$ cat src/rtl/tiny_proc_pkg.sv
// rtl/tiny_proc_pkg.sv - opcode values and control state encoding for tiny_proc_core
package tiny_proc_pkg;

  localparam logic [3:0] OP_ADD  = 4'h0;
  localparam logic [3:0] OP_SUB  = 4'h1;
  localparam logic [3:0] OP_SLL  = 4'h2;
  localparam logic [3:0] OP_BNZ  = 4'h3;
  localparam logic [3:0] OP_SRL  = 4'h4;
  localparam logic [3:0] OP_MUL  = 4'h5;
  localparam logic [3:0] OP_NAND = 4'h6;
  localparam logic [3:0] OP_XOR  = 4'h7;
  localparam logic [3:0] OP_ADDI = 4'h8;
  localparam logic [3:0] OP_LI   = 4'h9;
  localparam logic [3:0] OP_SLLI = 4'hA;
  localparam logic [3:0] OP_SRLI = 4'hB;
  localparam logic [3:0] OP_HALT = 4'hC;
  localparam logic [3:0] OP_CLR  = 4'hD;
  localparam logic [3:0] OP_LA   = 4'hE;
  localparam logic [3:0] OP_SA   = 4'hF;

  typedef enum logic [1:0] {
    ST_IDLE = 2'd0,
    ST_RUN  = 2'd1,
    ST_DONE = 2'd2
  } state_e;

endpackage

$ cat src/rtl/tiny_proc_alu.sv
// rtl/tiny_proc_alu.sv - combinational accumulator update for one instruction
module tiny_proc_alu
  import tiny_proc_pkg::*;
#(
  parameter int DATA_W = 8,
  parameter int OPND_W = 4
) (
  input  logic [3:0]        opcode,
  input  logic [DATA_W-1:0] acc,
  input  logic [DATA_W-1:0] d,
  input  logic [OPND_W-1:0] operand,
  output logic [DATA_W-1:0] result
);

  logic [DATA_W-1:0] imm;

  // Shift amounts at or beyond DATA_W naturally yield zero with logical shifts.
  always_comb begin
    imm    = DATA_W'($signed(operand));
    result = acc;
    case (opcode)
      OP_ADD:  result = acc + d;
      OP_SUB:  result = acc - d;
      OP_SLL:  result = acc << d;
      OP_SRL:  result = acc >> d;
      OP_MUL:  result = acc * d;
      OP_NAND: result = ~(acc & d);
      OP_XOR:  result = acc ^ d;
      OP_ADDI: result = acc + imm;
      OP_LI:   result = imm;
      OP_SLLI: result = acc << operand;
      OP_SRLI: result = acc >> operand;
      OP_CLR:  result = '0;
      OP_LA:   result = d;
      default: result = acc;
    endcase
  end

endmodule

$ cat src/rtl/tiny_proc_core.sv
// rtl/tiny_proc_core.sv - accumulator core with run/step/halt control, IMEM load port and DMEM debug read
module tiny_proc_core
  import tiny_proc_pkg::*;
#(
  parameter int DATA_W = 8,
  parameter int OPND_W = 4
) (
  input  logic              clk,
  input  logic              rst_n,
  input  logic              prog_valid,
  output logic              prog_ready,
  input  logic [OPND_W-1:0] prog_addr,
  input  logic [OPND_W+3:0] prog_data,
  input  logic              start,
  input  logic              step,
  input  logic              halt_req,
  input  logic [OPND_W-1:0] dbg_addr,
  output logic [DATA_W-1:0] dbg_data,
  output logic [OPND_W-1:0] pc_o,
  output logic [DATA_W-1:0] acc_o,
  output logic [1:0]        state_o
);

  localparam int DEPTH = 2 ** OPND_W;
  localparam logic [OPND_W+3:0] HALT_WORD = {{OPND_W{1'b0}}, OP_HALT};
  localparam logic [OPND_W-1:0] PC_ONE = OPND_W'(1);

  state_e            state_q, state_d;
  logic [OPND_W-1:0] pc_q, pc_d;
  logic [DATA_W-1:0] acc_q, acc_d;
  logic [DATA_W-1:0] dbg_data_q, dbg_data_d;
  logic [OPND_W+3:0] imem_q [DEPTH];
  logic [DATA_W-1:0] dmem_q [DEPTH];

  logic [OPND_W+3:0] inst;
  logic [3:0]        opcode;
  logic [OPND_W-1:0] operand;
  logic [DATA_W-1:0] d_val;
  logic [DATA_W-1:0] alu_result;
  logic              exec;
  logic              imem_we;
  logic              dmem_we;

  tiny_proc_alu #(
    .DATA_W (DATA_W),
    .OPND_W (OPND_W)
  ) u_alu (
    .opcode  (opcode),
    .acc     (acc_q),
    .d       (d_val),
    .operand (operand),
    .result  (alu_result)
  );

  assign prog_ready = (state_q != ST_RUN);

  always_comb begin
    inst       = imem_q[pc_q];
    opcode     = inst[3:0];
    operand    = inst[OPND_W+3:4];
    d_val      = dmem_q[operand];
    dbg_data_d = dmem_q[dbg_addr];
    imem_we    = prog_valid && prog_ready;
    dmem_we    = 1'b0;
    exec       = 1'b0;
    state_d    = state_q;
    pc_d       = pc_q;
    acc_d      = acc_q;

    case (state_q)
      ST_IDLE: begin
        if (start) begin
          state_d = ST_RUN;
          pc_d    = '0;
          acc_d   = '0;
        end else if (step) begin
          exec = 1'b1;
        end
      end
      ST_RUN:  exec = 1'b1;
      ST_DONE: begin
        if (start) begin
          state_d = ST_RUN;
          pc_d    = '0;
          acc_d   = '0;
        end
      end
      default: state_d = ST_IDLE;
    endcase

    if (exec) begin
      if (opcode == OP_HALT) begin
        state_d = ST_DONE;
      end else begin
        acc_d   = alu_result;
        dmem_we = (opcode == OP_SA);
        if (opcode == OP_BNZ) begin
          pc_d = (acc_q != '0) ? operand : pc_q + PC_ONE;
        end else if (&pc_q) begin
          state_d = ST_DONE;
        end else begin
          pc_d = pc_q + PC_ONE;
        end
        // A pending halt only applies while still running; DONE wins.
        if (state_q == ST_RUN && halt_req && state_d == ST_RUN) begin
          state_d = ST_IDLE;
        end
      end
    end
  end

  always_ff @(posedge clk or negedge rst_n) begin
    if (!rst_n) begin
      state_q    <= ST_IDLE;
      pc_q       <= '0;
      acc_q      <= '0;
      dbg_data_q <= '0;
      for (int i = 0; i < DEPTH; i++) begin
        imem_q[i] <= HALT_WORD;
        dmem_q[i] <= '0;
      end
    end else begin
      state_q    <= state_d;
      pc_q       <= pc_d;
      acc_q      <= acc_d;
      dbg_data_q <= dbg_data_d;
      if (imem_we) imem_q[prog_addr] <= prog_data;
      if (dmem_we) dmem_q[operand]   <= acc_q;
    end
  end

  assign dbg_data = dbg_data_q;
  assign pc_o     = pc_q;
  assign acc_o    = acc_q;
  assign state_o  = state_q;

endmodule

$ cat config.mk
export PLATFORM = sky130hd
export DESIGN_NAME = tiny_proc_core
export DESIGN_NICKNAME = d
export VERILOG_FILES = /design/src/rtl/tiny_proc_pkg.sv /design/src/rtl/tiny_proc_alu.sv /design/src/rtl/tiny_proc_core.sv
export SDC_FILE = /design/constraint.sdc
export NUM_CORES = 1
export LEC_CHECK = 0
export BUFFER_PORTS_ARGS = -buffer_cell sky130_fd_sc_hd__buf_4
export CAP_MARGIN = 15
export CORE_MARGIN = 3
export CORE_UTILIZATION = 55
export DETAILED_ROUTE_END_ITERATION = 10
export GPL_ROUTABILITY_DRIVEN = 0
export PLACE_DENSITY = 0.72
export SLEW_MARGIN = 5
export SYNTH_ARGS = -nofsm -noshare
export SYNTH_HDL_FRONTEND = slang
export SYNTH_SLANG_ARGS = --single-unit
$ cat constraint.sdc
create_clock -name clk -period 10.3 [get_ports clk]
set_clock_uncertainty 0.05 [all_clocks]
set_input_delay 1.03 -clock clk [delete_from_list [all_inputs] [get_ports clk]]
set_output_delay 1.03 -clock clk [all_outputs]
set_load 0.005 [all_outputs]
==> results.py, run 1 <==
metrics = {
    "logic_synthesis": {
        "syn_nets": 1712,
        "ys_ff_latch": 278,
        "synth_top_cell_by_area": "dfrtp_1",
        "ys_warn_count": 0,
        "syn_area_um2": 18200,
        "yosys.cell_types.count": 96,
        "synthDominantCellAreaShare_pct": 33.9,
        "synth_enable_flop_cells": 0,
        "synth_area_per_cell_um2": 11.1,
        "synth_cells": 1644,
        "yosysSeqAreaShare_pct": 38.5,
        "synth-main-ff-cell": "dfrtp_1",
        "async_reset_ff_share_pct": 100,
        "netlist_top_cells_area": "dfrtp_1 (34%), mux2_2 (14%), mux4_2 (8.1%)",
    },
    "placement": {
        "dp_hpwl_um": 32300,
        "portBuffers": 44,
        "dp.cells": 2014,
    },
    "route": {
        "firstDrtPassIters": 5,
        "vias_per_cell": 6.50,
        "ant_nets": 0,
        "drc_errors": 0,
        "post_drt_wl_per_cell_um": 23.6,
        "drtIter0Drc": 1216,
        "vias": 13400,
        "wirelength_um": 48900,
    },
    "grt": {
        "antenna_found_initial": 0,
        "grt_pass1_vias": 13500,
        "gr-total-overflow": 0,
        "grt_pass1_wl_um": 78100,
        "grt_max_degree": 97,
        "grt.total_usage_pct": 27.7,
    },
    "finish": {
        "drive_above_1_share_pct": 29.8,
        "final_nets": 1680,
        "final-instance-count-excl-fill": 2069,
        "fin_util_pct": 61.2,
        "layout_commonest_cell": "dfrtp_1",
        "syn2layout_area_growth_pct": 7.81,
        "final_cell_mix": "dfrtp_1 (244), mux2_2 (223), nand2_1 (138)",
        "antenna_cells": 0,
    },
    "sta": {
        "final.min_clock_period_ns": 8.48,
        "setup_violations": 0,
        "worstMarginPinSlew_ns": 1.10,
        "final-hold-violation-count": 0,
        "setup_tns_ns": 0,
        "rsz0062_at_grt": "false",
        "holdWs_ns": 0.337,
        "drv_slew": 0,
        "timing.fmax_ghz": 0.118,
        "min_period_over_period_pct": 82.3,
        "slew_headroom_pct": 26.5,
    },
    "die": {
        "io_pins": 45,
        "core_um2": 32000,
        "initial_utilization_pct": 56.7,
        "dieArea_um2": 35300,
        "rows": 65,
        "fp.dieW_um": 188,
        "die_height_um": 188,
    },
    "setup_path": {
        "cp-end-kind": "register",
        "rrSetupSlack_ns": 1.82,
        "rr_startpoint": "pc_o[2]$_DFF_PN0_",
        "path_class": "reg -> reg",
        "slowest_stage": "dfrtp_1",
        "crit_end": "acc_o[7]$_DFFE_PN0P_",
        "required_ns": 10.74,
        "cp.arrival_ns": 8.91,
        "cp_max_fo": 38,
        "startpoint": "pc_o[2]$_DFF_PN0_",
        "worstSetupStartpointType": "register",
        "cpMostUsedCell": "inv_1",
        "critPathMaxStageDelay_ns": 0.89,
        "rr_endpoint": "acc_o[7]$_DFFE_PN0P_",
        "r2r_cells": 26,
    },
    "clock_tree": {
        "cts.sinks": 278,
        "post_cts_resized": 0,
        "path_clk_slew_ns": 0.06,
        "cts_max_path_buffers": 3,
        "tritoncts": "yes",
        "h-tree-depth": 1,
        "insertion_delay_ns": 0.58,
        "numCtsBuffers": 31,
        "cts_root_buffer": "clkbuf_16",
        "ctsHoldBuffers": 0,
        "post_cts_buffers": 0,
    },
    "status": {
        "status": "complete, no violations",
    },
    "job": {
        "cap_violations": 0,
    },
    "min_path": {
        "hold_class": "in -> async",
    },
}
## sequential cells by signal, summed over array words and instances, names as in the netlist
name and cells:
state_o 2, dmem_q 128, acc_o 8, imem_q 128, dbg_data 8, pc_o 4
## metrics by stage
step	instance area, um2	worst slack (ns)
finish	19600	1.82
floorplan	18200	3.97
global placement	18600	2.17
global route	19600	1.40
detailed placement	18600	1.91
CTS	19600	1.88
## how the worst min path moves through the flow
stage,startpoint,end,cells past startpoint
after floorplan,dmem_q[119]$_DFFE_PN0P_,dmem_q[119]$_DFFE_PN0P_,2
after global placement,imem_q[105]$_DFFE_PN0P_,imem_q[105]$_DFFE_PN0P_,1
after detailed placement,imem_q[49]$_DFFE_PN0P_,imem_q[49]$_DFFE_PN0P_,1
after CTS,rst_n,dmem_q[113]$_DFFE_PN0P_,1
after global routing,rst_n,dmem_q[105]$_DFFE_PN0P_,1
final,rst_n,dmem_q[113]$_DFFE_PN0P_,1
## area by class of cell
class | count | area [um2]
multi-input combinational | 1193 | 10400
clock inverter | 12 | 97.6
inverter | 41 | 154
fill | 2575 | 12400
timing repair buffer | 67 | 510
clock buffer | 43 | 891
tap | 435 | 544
sequential | 278 | 7000
## layer usage
layer	routed length (um)	up-vias	track usage [%]
met4	1920	0	10.2
met5	0	-	0
li1	-	5984	-
met3	3530	120	4.71
met2	23100	588	44.8
met1	20300	6753	37.9
## critical path, delay by kind of cell, from the launching register on
| family | cells | cell delay [ns] |
|---|---|---|
| AO/OA/AOI/OAI | 5 | 1.24 |
| adder cells (fa/ha/maj) | 6 | 2.12 |
| multiplexers | 4 | 0.85 |
| buffers and inverters | 6 | 1.17 |
| flip-flops | 1 | 0.89 |
| XOR/XNOR | 3 | 0.69 |
| AND/OR/NAND/NOR | 2 | 1.32 |
## cell usage after synthesis, types with 10 or more instances
cell      number
and2_1        16
dfstp_2       32
nand2b_1      10
and3_1        10
buf_2         19
clkbuf_1      84
dfrtp_1      246
nand4_1       41
o211ai_1      42
mux2_2       223
mux2i_1       89
a21oi_1       34
inv_1         40
xnor2_1       14
mux4_2        65
nor2_1        53
o21ai_0       92
fa_1          13
nor3_1        14
nand2_1      138
nor2b_1       78
ha_1          33
nand3_1       67
## kinds of logic (layout without fill, tap and decap cells)
group,count (synthesis),count (layout),share of synthesized area (%)
flip-flops,278,278,38.5
multiplexers,386,386,28.0
buffers and inverters,173,163,4.54
adder cells (fa/ha/maj),46,46,3.70
XOR/XNOR,21,21,1.17
AND/OR/NAND/NOR,467,467,13.4
AO/OA/AOI/OAI,273,273,10.7
Power of run 1 is not shown: default switching activity piles up to over one toggle a cycle in this logic, so the estimate is an artifact.
==> run 2: changes to the inputs <==
- clock period: 10.3 -> 8.2 ns (I/O delays scaled with it)
==> results.py, run 2 (synthesis gave the netlist of run 1 again) <==
metrics = {
    "clock_tree": {
        "ctsHoldBuffers": 0,
        "path_clk_slew_ns": 0.07,
        "cts.sinks": 278,
        "numCtsBuffers": 31,
        "post_cts_buffers": 0,
        "tritoncts": "yes",
        "h-tree-depth": 1,
        "insertion_delay_ns": 0.60,
        "cts_root_buffer": "clkbuf_16",
        "post_cts_resized": 0,
        "cts_max_path_buffers": 3,
    },
    "setup_path": {
        "rr_startpoint": "pc_o[1]$_DFF_PN0_",
        "r2r_cells": 23,
        "worstSetupPathDepth": 23,
        "critical-path-top-delay-family": "adder cells",
        "rr_endpoint": "acc_o[7]$_DFFE_PN0P_",
        "critPathMaxStageDelay_ns": 0.76,
        "path_class": "reg -> reg",
        "rrSetupSlack_ns": 0.87,
        "cp_num_buf_inv": 5,
        "cp_max_fo": 85,
        "cp_cell_sequence": "buf_4 > buf_4 > nor2b_1 > mux2i_1 > nand3_1 > mux2_2 > o211ai_1 > nor2_1 > buf_4 > ha_1 > fa_1 > ha_1 > fa_1 > inv_1 > fa_1 > inv_1 > ha_1 > a21oi_1 > xnor2_1 > xnor2_1 > xnor3_1 > mux2i_1 > a311oi_2",
        "worstSetupStartpointType": "register",
        "slowest_stage": "dfrtp_4",
        "cp-end-kind": "register",
        "required_ns": 8.64,
        "cp.arrival_ns": 7.78,
    },
    "sta": {
        "drv_slew": 0,
        "rsz0062_at_grt": "false",
        "final.min_clock_period_ns": 7.33,
        "worstMarginPinSlew_ns": 1.11,
        "min_period_over_period_pct": 89.4,
        "setup_violations": 0,
        "slew_headroom_pct": 25.5,
        "setup_tns_ns": 0,
        "timing.fmax_ghz": 0.136,
        "holdWs_ns": 0.182,
        "final-hold-violation-count": 0,
    },
    "status": {
        "status": "complete, no violations",
    },
    "grt": {
        "grt_pass1_wl_um": 77800,
        "gr-total-overflow": 0,
        "grt_pass1_vias": 13400,
        "gr-usage-met1_pct": 38.2,
        "grt.total_usage_pct": 27.8,
        "top_usage_layer": "met2",
        "grt_use_met2_pct": 45.4,
        "met3_usage_pct": 4.67,
        "antenna_found_initial": 0,
        "grt_max_degree": 90,
    },
    "route": {
        "vias": 13600,
        "post_drt_wl_per_cell_um": 23.8,
        "drc_errors": 0,
        "firstDrtPassIters": 8,
        "drtIter0Drc": 1573,
        "vias_per_cell": 6.53,
        "ant_nets": 0,
        "wirelength_um": 49400,
    },
    "placement": {
        "dp_hpwl_um": 33200,
        "portBuffers": 44,
        "dp.cells": 2019,
    },
    "job": {
        "cap_violations": 0,
    },
    "pwr": {
        "power_density_nw_per_um2": 471,
        "total_leakage_power_nw": 8.71,
        "power_mw": 9.25,
        "vdd_drop_max_mv": 0.264,
    },
    "die": {
        "die_height_um": 188,
        "core_um2": 32000,
        "initial_utilization_pct": 56.7,
        "io_pins": 45,
        "dieArea_um2": 35300,
        "rows": 65,
        "fp.dieW_um": 188,
    },
    "finish": {
        "largestRegisters": "dmem_q x128, imem_q x128",
        "layout.area.seq_um2": 7000,
        "drive_above_1_share_pct": 29.9,
        "nFillCells": 2600,
        "final-instance-count-excl-fill": 2077,
        "antenna_cells": 0,
        "syn2layout_area_growth_pct": 7.97,
        "layout_commonest_cell": "dfrtp_1",
        "final_cell_mix": "dfrtp_1 (244), mux2_2 (223), nand2_1 (138)",
        "final_nets": 1685,
        "multiInputGateArea_um2": 10400,
    },
    "min_path": {
        "hold_class": "in -> async",
    },
}
-- run 2: changes by cell type in the layout (fill, tap and decap cells not counted), sizes merged --
cell | previous run | this run
buf | 67 | 72
clkinv | 7 | 5
clkinvlp | 2 | 7
clkbuf | 43 | 41
inv | 43 | 45
-- run 2: through the flow --
step / util, % / setup WS (ns) / cell area (um2)
after detailed placement: 58.2 / 1.01 / 18600
after global routing: 61.3 / 0.464 / 19600
after global placement: 58.2 / 1.19 / 18600
final: 61.3 / 0.869 / 19600
after floorplan: - / 1.87 / 18200
after CTS: 61.3 / 0.998 / 19600
-- run 2: cell type report --
class / count / share of cell area, %
clock buffers: 41 / 4.24
repair buffers: 72 / 2.79
well taps: 435 / 2.77
multi-input cells: 1193 / 53.0
clock inverters: 17 / 0.771
inverters: 41 / 0.784
flip-flops and latches: 278 / 35.7
-- run 2: worst register-to-register path: stages, from the launching register on --
cell	delay, ns
dfrtp_4	0.76
buf_4	0.75
buf_4	0.63
nor2b_1	0.13
mux2i_1	0.14
nand3_1	0.09
mux2_2	0.30
o211ai_1	0.42
nor2_1	0.08
buf_4	0.20
ha_1	0.24
fa_1	0.47
ha_1	0.32
fa_1	0.50
inv_1	0.05
fa_1	0.47
inv_1	0.05
ha_1	0.29
a21oi_1	0.16
xnor2_1	0.18
xnor2_1	0.19
xnor3_1	0.38
mux2i_1	0.15
a311oi_2	0.23
-- run 2: routing by layer --
layer  routed length, um  part of all wire [%]
met5                   0                     0
met4                1540                   3.1
met3                3860                   7.8
met2               23700                    48
met1               20300                    41
-- run 2: where the power goes --
group	switching (mW)	leakage, nW	internal [mW]	total (mW)
sequential	0.234	3.62	1.67	1.91
clock	0.594	0.464	0.755	1.35
combinational	3.66	4.62	2.33	6.00
total	4.49	8.71	4.76	9.25
-- run 2: worst max path at each step --
| stage | startpoint | slack (ns) | end |
|---|---|---|---|
| 3_5_place_dp | pc_o[1]$_DFF_PN0_ | 1.01 | acc_o[7]$_DFFE_PN0P_ |
| 3_3_place_gp | pc_o[3]$_DFF_PN0_ | 1.19 | acc_o[7]$_DFFE_PN0P_ |
| 4_1_cts | pc_o[1]$_DFF_PN0_ | 1.0 | acc_o[7]$_DFFE_PN0P_ |
| 5_1_grt | pc_o[1]$_DFF_PN0_ | 0.46 | acc_o[7]$_DFFE_PN0P_ |
| 6_report | pc_o[1]$_DFF_PN0_ | 0.87 | acc_o[7]$_DFFE_PN0P_ |
| 2_1_floorplan | pc_o[0]$_DFF_PN0_ | 1.87 | acc_o[7]$_DFFE_PN0P_ |
(Power assumes the default switching activity.)
==> run 3: changes to the inputs <==
- CTS_BUF_LIST: not set -> sky130_fd_sc_hd__clkbuf_16
==> results.py, run 3 (synthesis gave the netlist of run 1 again) <==
metrics = {
    "status": {
        "status": "complete, no violations",
    },
    "clock_tree": {
        "insertion_delay_ns": 0.60,
        "path_clk_slew_ns": 0.07,
        "numCtsBuffers": 31,
        "tritoncts": "yes",
        "cts.sinks": 278,
        "post_cts_resized": 0,
        "cts_max_path_buffers": 3,
        "cts_root_buffer": "clkbuf_16",
        "h-tree-depth": 1,
        "post_cts_buffers": 0,
        "ctsHoldBuffers": 0,
    },
    "job": {
        "cap_violations": 0,
    },
    "route": {
        "ant_nets": 0,
        "drtIter0Drc": 1595,
        "drc_errors": 0,
        "post_drt_wl_per_cell_um": 23.8,
        "firstDrtPassIters": 9,
        "wirelength_um": 49500,
        "vias": 13500,
        "vias_per_cell": 6.52,
    },
    "setup_path": {
        "cp.arrival_ns": 7.79,
        "rr_startpoint": "pc_o[2]$_DFF_PN0_",
        "r2r_cells": 22,
        "cp-end-kind": "register",
        "rr_endpoint": "acc_o[7]$_DFFE_PN0P_",
        "worstSetupStartpointType": "register",
        "path_class": "reg -> reg",
        "required_ns": 8.64,
        "startpoint": "pc_o[2]$_DFF_PN0_",
        "rrSetupSlack_ns": 0.85,
        "cp_max_fo": 19,
    },
    "finish": {
        "final_cell_mix": "dfrtp_1 (244), mux2_2 (223), nand2_1 (138)",
        "fin_util_pct": 61.2,
        "multiInputGateArea_um2": 10400,
        "antenna_cells": 0,
        "syn2layout_area_growth_pct": 7.86,
        "drive_above_1_share_pct": 29.8,
        "layout.area.seq_um2": 7000,
        "largestRegisters": "dmem_q x128, imem_q x128",
        "nFillCells": 2601,
        "final_nets": 1685,
        "layout_commonest_cell": "dfrtp_1",
    },
    "grt": {
        "grt_pass1_vias": 13400,
        "grt_pass1_wl_um": 77800,
        "grt.total_usage_pct": 27.8,
        "grt_max_degree": 90,
        "gr-total-overflow": 0,
        "antenna_found_initial": 0,
    },
    "placement": {
        "dp_hpwl_um": 33200,
        "portBuffers": 44,
        "place_ws_ns": 1.01,
    },
    "die": {
        "die_height_um": 188,
        "dieArea_um2": 35300,
        "io_pins": 45,
        "rows": 65,
        "initial_utilization_pct": 56.7,
        "core_um2": 32000,
        "fp.dieW_um": 188,
    },
    "sta": {
        "timing.fmax_ghz": 0.136,
        "setup_violations": 0,
        "setup_tns_ns": 0,
        "rsz0062_at_grt": "false",
        "worstMarginPinSlew_ns": 1.11,
        "final.min_clock_period_ns": 7.35,
        "slew_headroom_pct": 26.0,
        "drv_slew": 0,
        "holdWs_ns": 0.178,
        "min_period_over_period_pct": 89.6,
        "setup_ws_ns": 0.849,
        "final-hold-violation-count": 0,
    },
    "min_path": {
        "hold_class": "in -> async",
    },
}
[run 3: cell count changes in the layout (fill, tap and decap cells not counted), sizes merged]
cell	before	now
clkbuf	41	31
inv	45	53
clkinv	5	7
[run 3: layer usage]
layer	vias to the layer above	share of wire, %	global-route usage [%]
li1	6038	-	-
met1	6753	41	38.2
met2	625	48	45.4
met3	126	7.7	4.67
met4	0	3.3	8.92
met5	-	0	0
[run 3: how the worst max path moves through the flow]
stage,to,slack [ns],cells past startpoint
floorplan,acc_o[7]$_DFFE_PN0P_,1.87,27
finish,acc_o[7]$_DFFE_PN0P_,0.85,22
detailed placement,acc_o[7]$_DFFE_PN0P_,1.01,23
global placement,acc_o[7]$_DFFE_PN0P_,1.19,23
CTS,acc_o[7]$_DFFE_PN0P_,1.0,23
global route,acc_o[7]$_DFFE_PN0P_,0.46,23
[run 3: area by class of cell]
type | count | area share, %
tap | 435 | 2.78
clock inverter | 27 | 0.963
timing repair buffer | 72 | 2.79
sequential | 278 | 35.7
inverter | 41 | 0.785
clock buffer | 31 | 3.96
multi-input combinational | 1193 | 53.0
[run 3: stage by stage]
step	cells	cell area, um2
floorplan	1644	18200
global placement	2019	18600
detailed placement	2019	18600
CTS	2077	19600
global route	2077	19600
finish	2077	19600
[run 3: worst max-delay path, cell delays in order (launching register included)]
cell and delay [ns]:
dfrtp_1 0.53, mux2i_1 0.25, mux4_2 0.74, nor2_4 0.18
nor2_1 0.87, a21oi_1 0.17, a21oi_1 0.16, o221a_2 0.44
nand2_1 0.14, fa_1 0.47, fa_1 0.49, inv_1 0.06
fa_1 0.54, inv_1 0.05, fa_1 0.47, inv_1 0.05
ha_1 0.29, a21oi_1 0.16, xnor2_1 0.18, xnor2_1 0.19
xnor3_1 0.37, mux2i_1 0.15, a311oi_2 0.23
Power of run 3 is left out for the same reason.
